[src/rtl/fpu_mux_pkg.sv]
// Shared types for the operand select pipeline: buffer-occupancy states and
// the select-width helper used to size the binary source index.
package fpu_mux_pkg;

    typedef enum logic [1:0] {
        ST_EMPTY = 2'd0,
        ST_ONE   = 2'd1,
        ST_FULL  = 2'd2
    } pipe_state_t;

    localparam int MIN_INPUTS = 2;
    localparam int MAX_INPUTS = 16;

    // A two-way select still needs one bit, so $clog2 is floored at 1.
    function automatic int sel_width(input int n);
        return (n <= 2) ? 1 : $clog2(n);
    endfunction

endpackage

[src/rtl/mux_nto1.sv]
// Combinational N:1 operand select; out-of-range indices give zero data and
// raise sel_err. Zero latency, no flow control.
module mux_nto1 #(
    parameter int NUM_INPUTS = 3,
    parameter int DATA_WIDTH = 32,
    parameter int SEL_W      = 2
) (
    input  logic [NUM_INPUTS*DATA_WIDTH-1:0] in_data,
    input  logic [SEL_W-1:0]                 sel,
    output logic [DATA_WIDTH-1:0]            data,
    output logic                             sel_err
);

    always_comb begin
        data    = '0;
        sel_err = (int'(sel) >= NUM_INPUTS);
        for (int k = 0; k < NUM_INPUTS; k++) begin
            if (int'(sel) == k) begin
                data = in_data[k*DATA_WIDTH +: DATA_WIDTH];
            end
        end
    end

endmodule

[src/rtl/operand_sel_pipe.sv]
// Operand select with a two-entry output/skid buffer; accept-to-output latency 1.
// in_ready depends on registered occupancy only, so out_ready never reaches it combinationally.
module operand_sel_pipe
    import fpu_mux_pkg::*;
#(
    parameter int NUM_INPUTS = 3,
    parameter int DATA_WIDTH = 32,
    parameter int SEL_W      = sel_width(NUM_INPUTS),
    parameter int ERR_CNT_W  = 8
) (
    input  logic                             clk,
    input  logic                             rst_n,
    input  logic [NUM_INPUTS*DATA_WIDTH-1:0] in_data,
    input  logic [SEL_W-1:0]                 in_sel,
    input  logic                             in_valid,
    output logic                             in_ready,
    output logic [DATA_WIDTH-1:0]            out_data,
    output logic                             out_sel_err,
    output logic                             out_valid,
    input  logic                             out_ready,
    input  logic                             err_clr,
    output logic [ERR_CNT_W-1:0]             err_count
);

    if (NUM_INPUTS < MIN_INPUTS || NUM_INPUTS > MAX_INPUTS ||
        NUM_INPUTS > (1 << SEL_W)) begin : g_bad_params
        $error("operand_sel_pipe: NUM_INPUTS=%0d unsupported with SEL_W=%0d",
               NUM_INPUTS, SEL_W);
    end

    pipe_state_t            r_state;
    logic                   r_in_ready;
    logic                   r_out_valid;
    logic [DATA_WIDTH-1:0]  r_out_data;
    logic                   r_out_err;
    logic [DATA_WIDTH-1:0]  r_skid_data;
    logic                   r_skid_err;
    logic [ERR_CNT_W-1:0]   r_err_count;

    logic [DATA_WIDTH-1:0]  w_sel_data;
    logic                   w_sel_err;
    logic                   w_accept;
    logic                   w_retire;
    logic                   w_err_sat;

    mux_nto1 #(
        .NUM_INPUTS (NUM_INPUTS),
        .DATA_WIDTH (DATA_WIDTH),
        .SEL_W      (SEL_W)
    ) u_mux (
        .in_data (in_data),
        .sel     (in_sel),
        .data    (w_sel_data),
        .sel_err (w_sel_err)
    );

    assign w_accept  = in_valid && r_in_ready;
    assign w_retire  = r_out_valid && out_ready;
    assign w_err_sat = (r_err_count == {ERR_CNT_W{1'b1}});

    // Ready/valid flags are kept as registers alongside the state so both
    // handshake outputs come straight from flops.
    always_ff @(posedge clk) begin
        if (!rst_n) begin
            r_state     <= ST_EMPTY;
            r_in_ready  <= 1'b1;
            r_out_valid <= 1'b0;
            r_out_data  <= '0;
            r_out_err   <= 1'b0;
            r_skid_data <= '0;
            r_skid_err  <= 1'b0;
            r_err_count <= '0;
        end else begin
            case (r_state)
                ST_EMPTY: begin
                    if (w_accept) begin
                        r_out_data  <= w_sel_data;
                        r_out_err   <= w_sel_err;
                        r_out_valid <= 1'b1;
                        r_state     <= ST_ONE;
                    end
                end
                ST_ONE: begin
                    if (w_accept && w_retire) begin
                        r_out_data <= w_sel_data;
                        r_out_err  <= w_sel_err;
                    end else if (w_accept) begin
                        r_skid_data <= w_sel_data;
                        r_skid_err  <= w_sel_err;
                        r_in_ready  <= 1'b0;
                        r_state     <= ST_FULL;
                    end else if (w_retire) begin
                        r_out_valid <= 1'b0;
                        r_state     <= ST_EMPTY;
                    end
                end
                ST_FULL: begin
                    if (w_retire) begin
                        r_out_data  <= r_skid_data;
                        r_out_err   <= r_skid_err;
                        r_skid_data <= '0;
                        r_skid_err  <= 1'b0;
                        r_in_ready  <= 1'b1;
                        r_state     <= ST_ONE;
                    end
                end
                default: begin
                    r_in_ready  <= 1'b1;
                    r_out_valid <= 1'b0;
                    r_state     <= ST_EMPTY;
                end
            endcase

            // Clear has priority over a same-cycle bad-select increment.
            if (err_clr) begin
                r_err_count <= '0;
            end else if (w_accept && w_sel_err && !w_err_sat) begin
                r_err_count <= r_err_count + ERR_CNT_W'(1);
            end
        end
    end

    assign in_ready    = r_in_ready;
    assign out_valid   = r_out_valid;
    assign out_data    = r_out_data;
    assign out_sel_err = r_out_err;
    assign err_count   = r_err_count;

endmodule

[config.mk]
export PLATFORM = sky130hd
export DESIGN_NAME = operand_sel_pipe
export DESIGN_NICKNAME = d
export VERILOG_FILES = /design/src/rtl/fpu_mux_pkg.sv /design/src/rtl/mux_nto1.sv /design/src/rtl/operand_sel_pipe.sv
export SDC_FILE = /design/constraint.sdc
export NUM_CORES = 1
export LEC_CHECK = 0
export BUFFER_PORTS_ARGS = -buffer_cell sky130_fd_sc_hd__buf_2
export CORE_UTILIZATION = 50
export CTS_BUF_LIST = sky130_fd_sc_hd__clkbuf_16
export CTS_CLUSTER_SIZE = 16
export DETAILED_ROUTE_END_ITERATION = 10
export MAX_ROUTING_LAYER = met4
export PLACE_DENSITY = 0.88
export SLEW_MARGIN = 10
export SYNTH_ARGS = -nofsm -noshare
export SYNTH_HDL_FRONTEND = slang
export SYNTH_SLANG_ARGS = --single-unit
[constraint.sdc]
create_clock -name clk -period 2.6 [get_ports clk]
set_input_delay 0.26 -clock clk [delete_from_list [all_inputs] [get_ports clk]]
set_output_delay 0.26 -clock clk [all_outputs]
set_load 0.01 [all_outputs]
==> flow_metrics.env <==
export IMPL_antenna_found_initial=0
export IMPL_cp_end_kind="flip-flop"
export IMPL_drive_above_1_share_pct=32.9
export IMPL_die_area_sq_um=7950
export IMPL_start_kind="flip-flop"
export IMPL_drt_wl_total_mm=10.5
export IMPL_yosys_warnings=0
export IMPL_reg2reg_to="out_data[13]"
export IMPL_ys_types=40
export IMPL_port_buffers=145
export IMPL_clk_latency_ns=0.33
export IMPL_swShare_pct=28.1
export IMPL_grt_start_max_net_pins=37
export IMPL_rr_worst_depth=5
export IMPL_cts_num_sinks=78
export IMPL_drc_errors=0
export IMPL_drtAntennaViolNets=0
export IMPL_postCtsSetupBuffers=0
export IMPL_cts_tree="done"
export IMPL_crit_fanout=34
export IMPL_start_util_pct=52.1
export IMPL_pwr_density_cell_nw_per_um2=622
export IMPL_first_pass_iters=5
export IMPL_rsz0062_at_grt="no"
export IMPL_min_period_ns=2.06
export IMPL_ys_async_sr_fraction_pct=0
export IMPL_max_stage_delay_ns=0.72
export IMPL_synth_edff_count=0
export IMPL_synth_top_cells_by_count="dfxtp_1, nand2_1, nor2_1"
export IMPL_overflow=0
export IMPL_post_place_ws_ns=0.548
export IMPL_cts_resized=0
export IMPL_p_int_mw=2.16
export IMPL_synth_most_common_cell="dfxtp_1"
export IMPL_yosysSeqAreaShare_pct=41.1
export IMPL_die_w_um=89.2
export IMPL_status="complete, no violations"
export IMPL_reg2reg_from="r_state[1]"
export IMPL_n_antenna_cell=0
export IMPL_pwr_share_seq_pct=44.0
export IMPL_p_leak_nw=2.13
export IMPL_fp_coreArea_sq_um=7290
export IMPL_layout_setup_ws_ns=0.543
export IMPL_first_global_vias=3528
export IMPL_clock_power_share_pct=36.3
export IMPL_track_usage_pct=27.9
export IMPL_netlist_area_sq_um=3800
export IMPL_rrSetupSlack_ns=0.54
export IMPL_synth_seq_cells=78
export IMPL_cp_startpoint="r_state[1]"
export IMPL_fmax_ghz=0.486
export IMPL_fillCellCount=634
export IMPL_synthFlopType="dfxtp_1"
export IMPL_clk_pin_slew_worst_paths_ns=0.06
export IMPL_relSlewSlack_pct=43.8
export IMPL_fin_skew_ns=0.00369
export IMPL_post_dp_hpwl_mm=7.36
export IMPL_ys_top_cells_by_area="dfxtp_1, mux2i_1, o2bb2ai_1"
export IMPL_synth_top_area_share_pct=41.1
export IMPL_grt_pass1_wl_mm=16.4
export IMPL_h_tree_depth=3
export IMPL_clock_tree_buffer_depth=2
export IMPL_fin_tns_setup_ns=0
export IMPL_yosys_area_top_type="dfxtp_1"
export IMPL_syn_num_nets=525
export IMPL_cp_slowest_cell="o21ai_4"
export IMPL_min_path_type="input port to flip-flop"
export IMPL_ioPinCount=146
export IMPL_setup_viol=0
export IMPL_switchingPower_uw=847
export IMPL_wl_per_cell_um=16.1
export IMPL_place_congestion=0.781
export IMPL_netlist_instances=421
export IMPL_power_mw=3.01
export IMPL_finalCritPeriodShare_pct=79.1
export IMPL_nets=653
export IMPL_ir_worst_vdd_uv=377
export IMPL_cts_buffers=9
export IMPL_worst_pin_slew_ns=0.839
export IMPL_area_delta_synth_final_pct=27.4
export IMPL_worstPathArrival_ns=2.31
export IMPL_p_comb_share_pct=19.6
export IMPL_num_rows=31
export IMPL_placed_area_sq_um=4590
export IMPL_drv_slew=0
export IMPL_path_class="flip-flop to flip-flop"
export IMPL_drt_iter0_drc=198
export IMPL_dr_total_vias=3806
export IMPL_final_area_sq_um=4840
export IMPL_cts_root_buf="clkbuf_16"
export IMPL_syn_avg_cell_area_sq_um=9.03
export IMPL_cp_endpoint="out_data[13]"
export IMPL_hold_viol_final=0
export IMPL_crit_chain="nand3b_1 > o21ai_4 > buf_12 > o211ai_1 > o22ai_1"
export IMPL_drt_vias_per_instance=5.84
export IMPL_drv_cap=0
export IMPL_crit_required_ns=2.85
export IMPL_hold_buffers=0
export IMPL_die_h_um=89.2
## final cells by class
type,instances,area [sq um],area share (%)
clock buffer,9,225,4.65
inverter,1,3.75,0.0775
sequential,78,1560,32.2
clock inverter,6,31.3,0.646
timing repair buffer,161,858,17.7
multi-input combinational,298,2040,42.1
tap,99,124,2.56
## cells in the final DEF (no fill, tap or decap), types with 2 or more instances in the layout
cell type	instances
a21oi_1	9
a22o_1	32
and2_1	2
buf_2	145
buf_4	15
clkbuf_16	9
clkinv_2	3
dfxtp_1	78
mux2i_1	32
nand2_1	44
nand2b_1	3
nand3_1	7
nand4_1	3
nor2_1	39
nor2b_2	2
o211ai_1	33
o21a_1	3
o21ai_0	2
o22ai_1	32
o2bb2ai_1	33
o31ai_1	2
or4_1	2
xor2_1	3
## metrics by stage
| stage | hold WS (ns) | util [%] | cells |
|---|---|---|---|
| CTS | 0.289 | 66.4 | 652 |
| detailed placement | 0.453 | 62.9 | 637 |
| floorplan | 0.432 | - | 421 |
| global route | 0.313 | 66.4 | 652 |
| global placement | 0.447 | 62.9 | 637 |
| finish | 0.292 | 66.4 | 652 |
## critical path: cells and delay by family (launching register included)
| family | cells | cell delay (ns) |
|---|---|---|
| compound gates | 3 | 1.02 |
| buf+inv | 1 | 0.27 |
| flops | 1 | 0.41 |
| simple gates | 1 | 0.28 |
## flip-flops by register name, indices dropped and copies added, names as in the netlist
register / cells
r_skid_data: 32
r_skid_err: 1
out_data: 32
out_sel_err: 1
in_ready: 1
r_state: 2
err_count: 8
out_valid: 1
## per-layer routing
metal | GRT usage [%] | share of wire, % | vias to the layer above
met5 | - | 0 | -
met4 | 10.7 | 1.8 | 0
met3 | 3.32 | 5.5 | 15
met2 | 48.0 | 50 | 164
met1 | 33.4 | 43 | 1788
li1 | - | - | 1839
## worst min-delay path by stage
stage / from / endpoint / slack [ns] / cells past startpoint
final: in_data[92] / r_skid_data[28] / 0.29 / 3
after floorplan: r_skid_err / r_skid_err / 0.43 / 1
after global placement: r_skid_err / r_skid_err / 0.45 / 1
after global routing: in_data[90] / r_skid_data[26] / 0.31 / 3
after detailed placement: r_skid_err / r_skid_err / 0.45 / 1
after CTS: in_data[82] / r_skid_data[18] / 0.29 / 3
## cells by family (layout without fill, tap and decap cells)
group,after synthesis,count (layout),share of synthesized area [%]
xor+xnor,4,4,0.922
compound gates,150,150,30.0
simple gates,111,111,13.5
mux,32,32,8.43
buf+inv,45,177,5.70
fa+ha+maj,1,1,0.329
flops,78,78,41.1
## power groups by stage
| stage | Combinational [mW] | Sequential [mW] | Clock (mW) |
|---|---|---|---|
| global route | 0.649 | 1.33 | 1.16 |
| CTS | 0.590 | 1.33 | 1.10 |
| finish | 0.591 | 1.33 | 1.09 |
| global placement | 0.563 | 1.35 | 0 |
| detailed placement | 0.588 | 1.35 | 0 |
| floorplan | 0.350 | 1.37 | 0 |
Note: power is estimated with default switching activity, not from simulation.
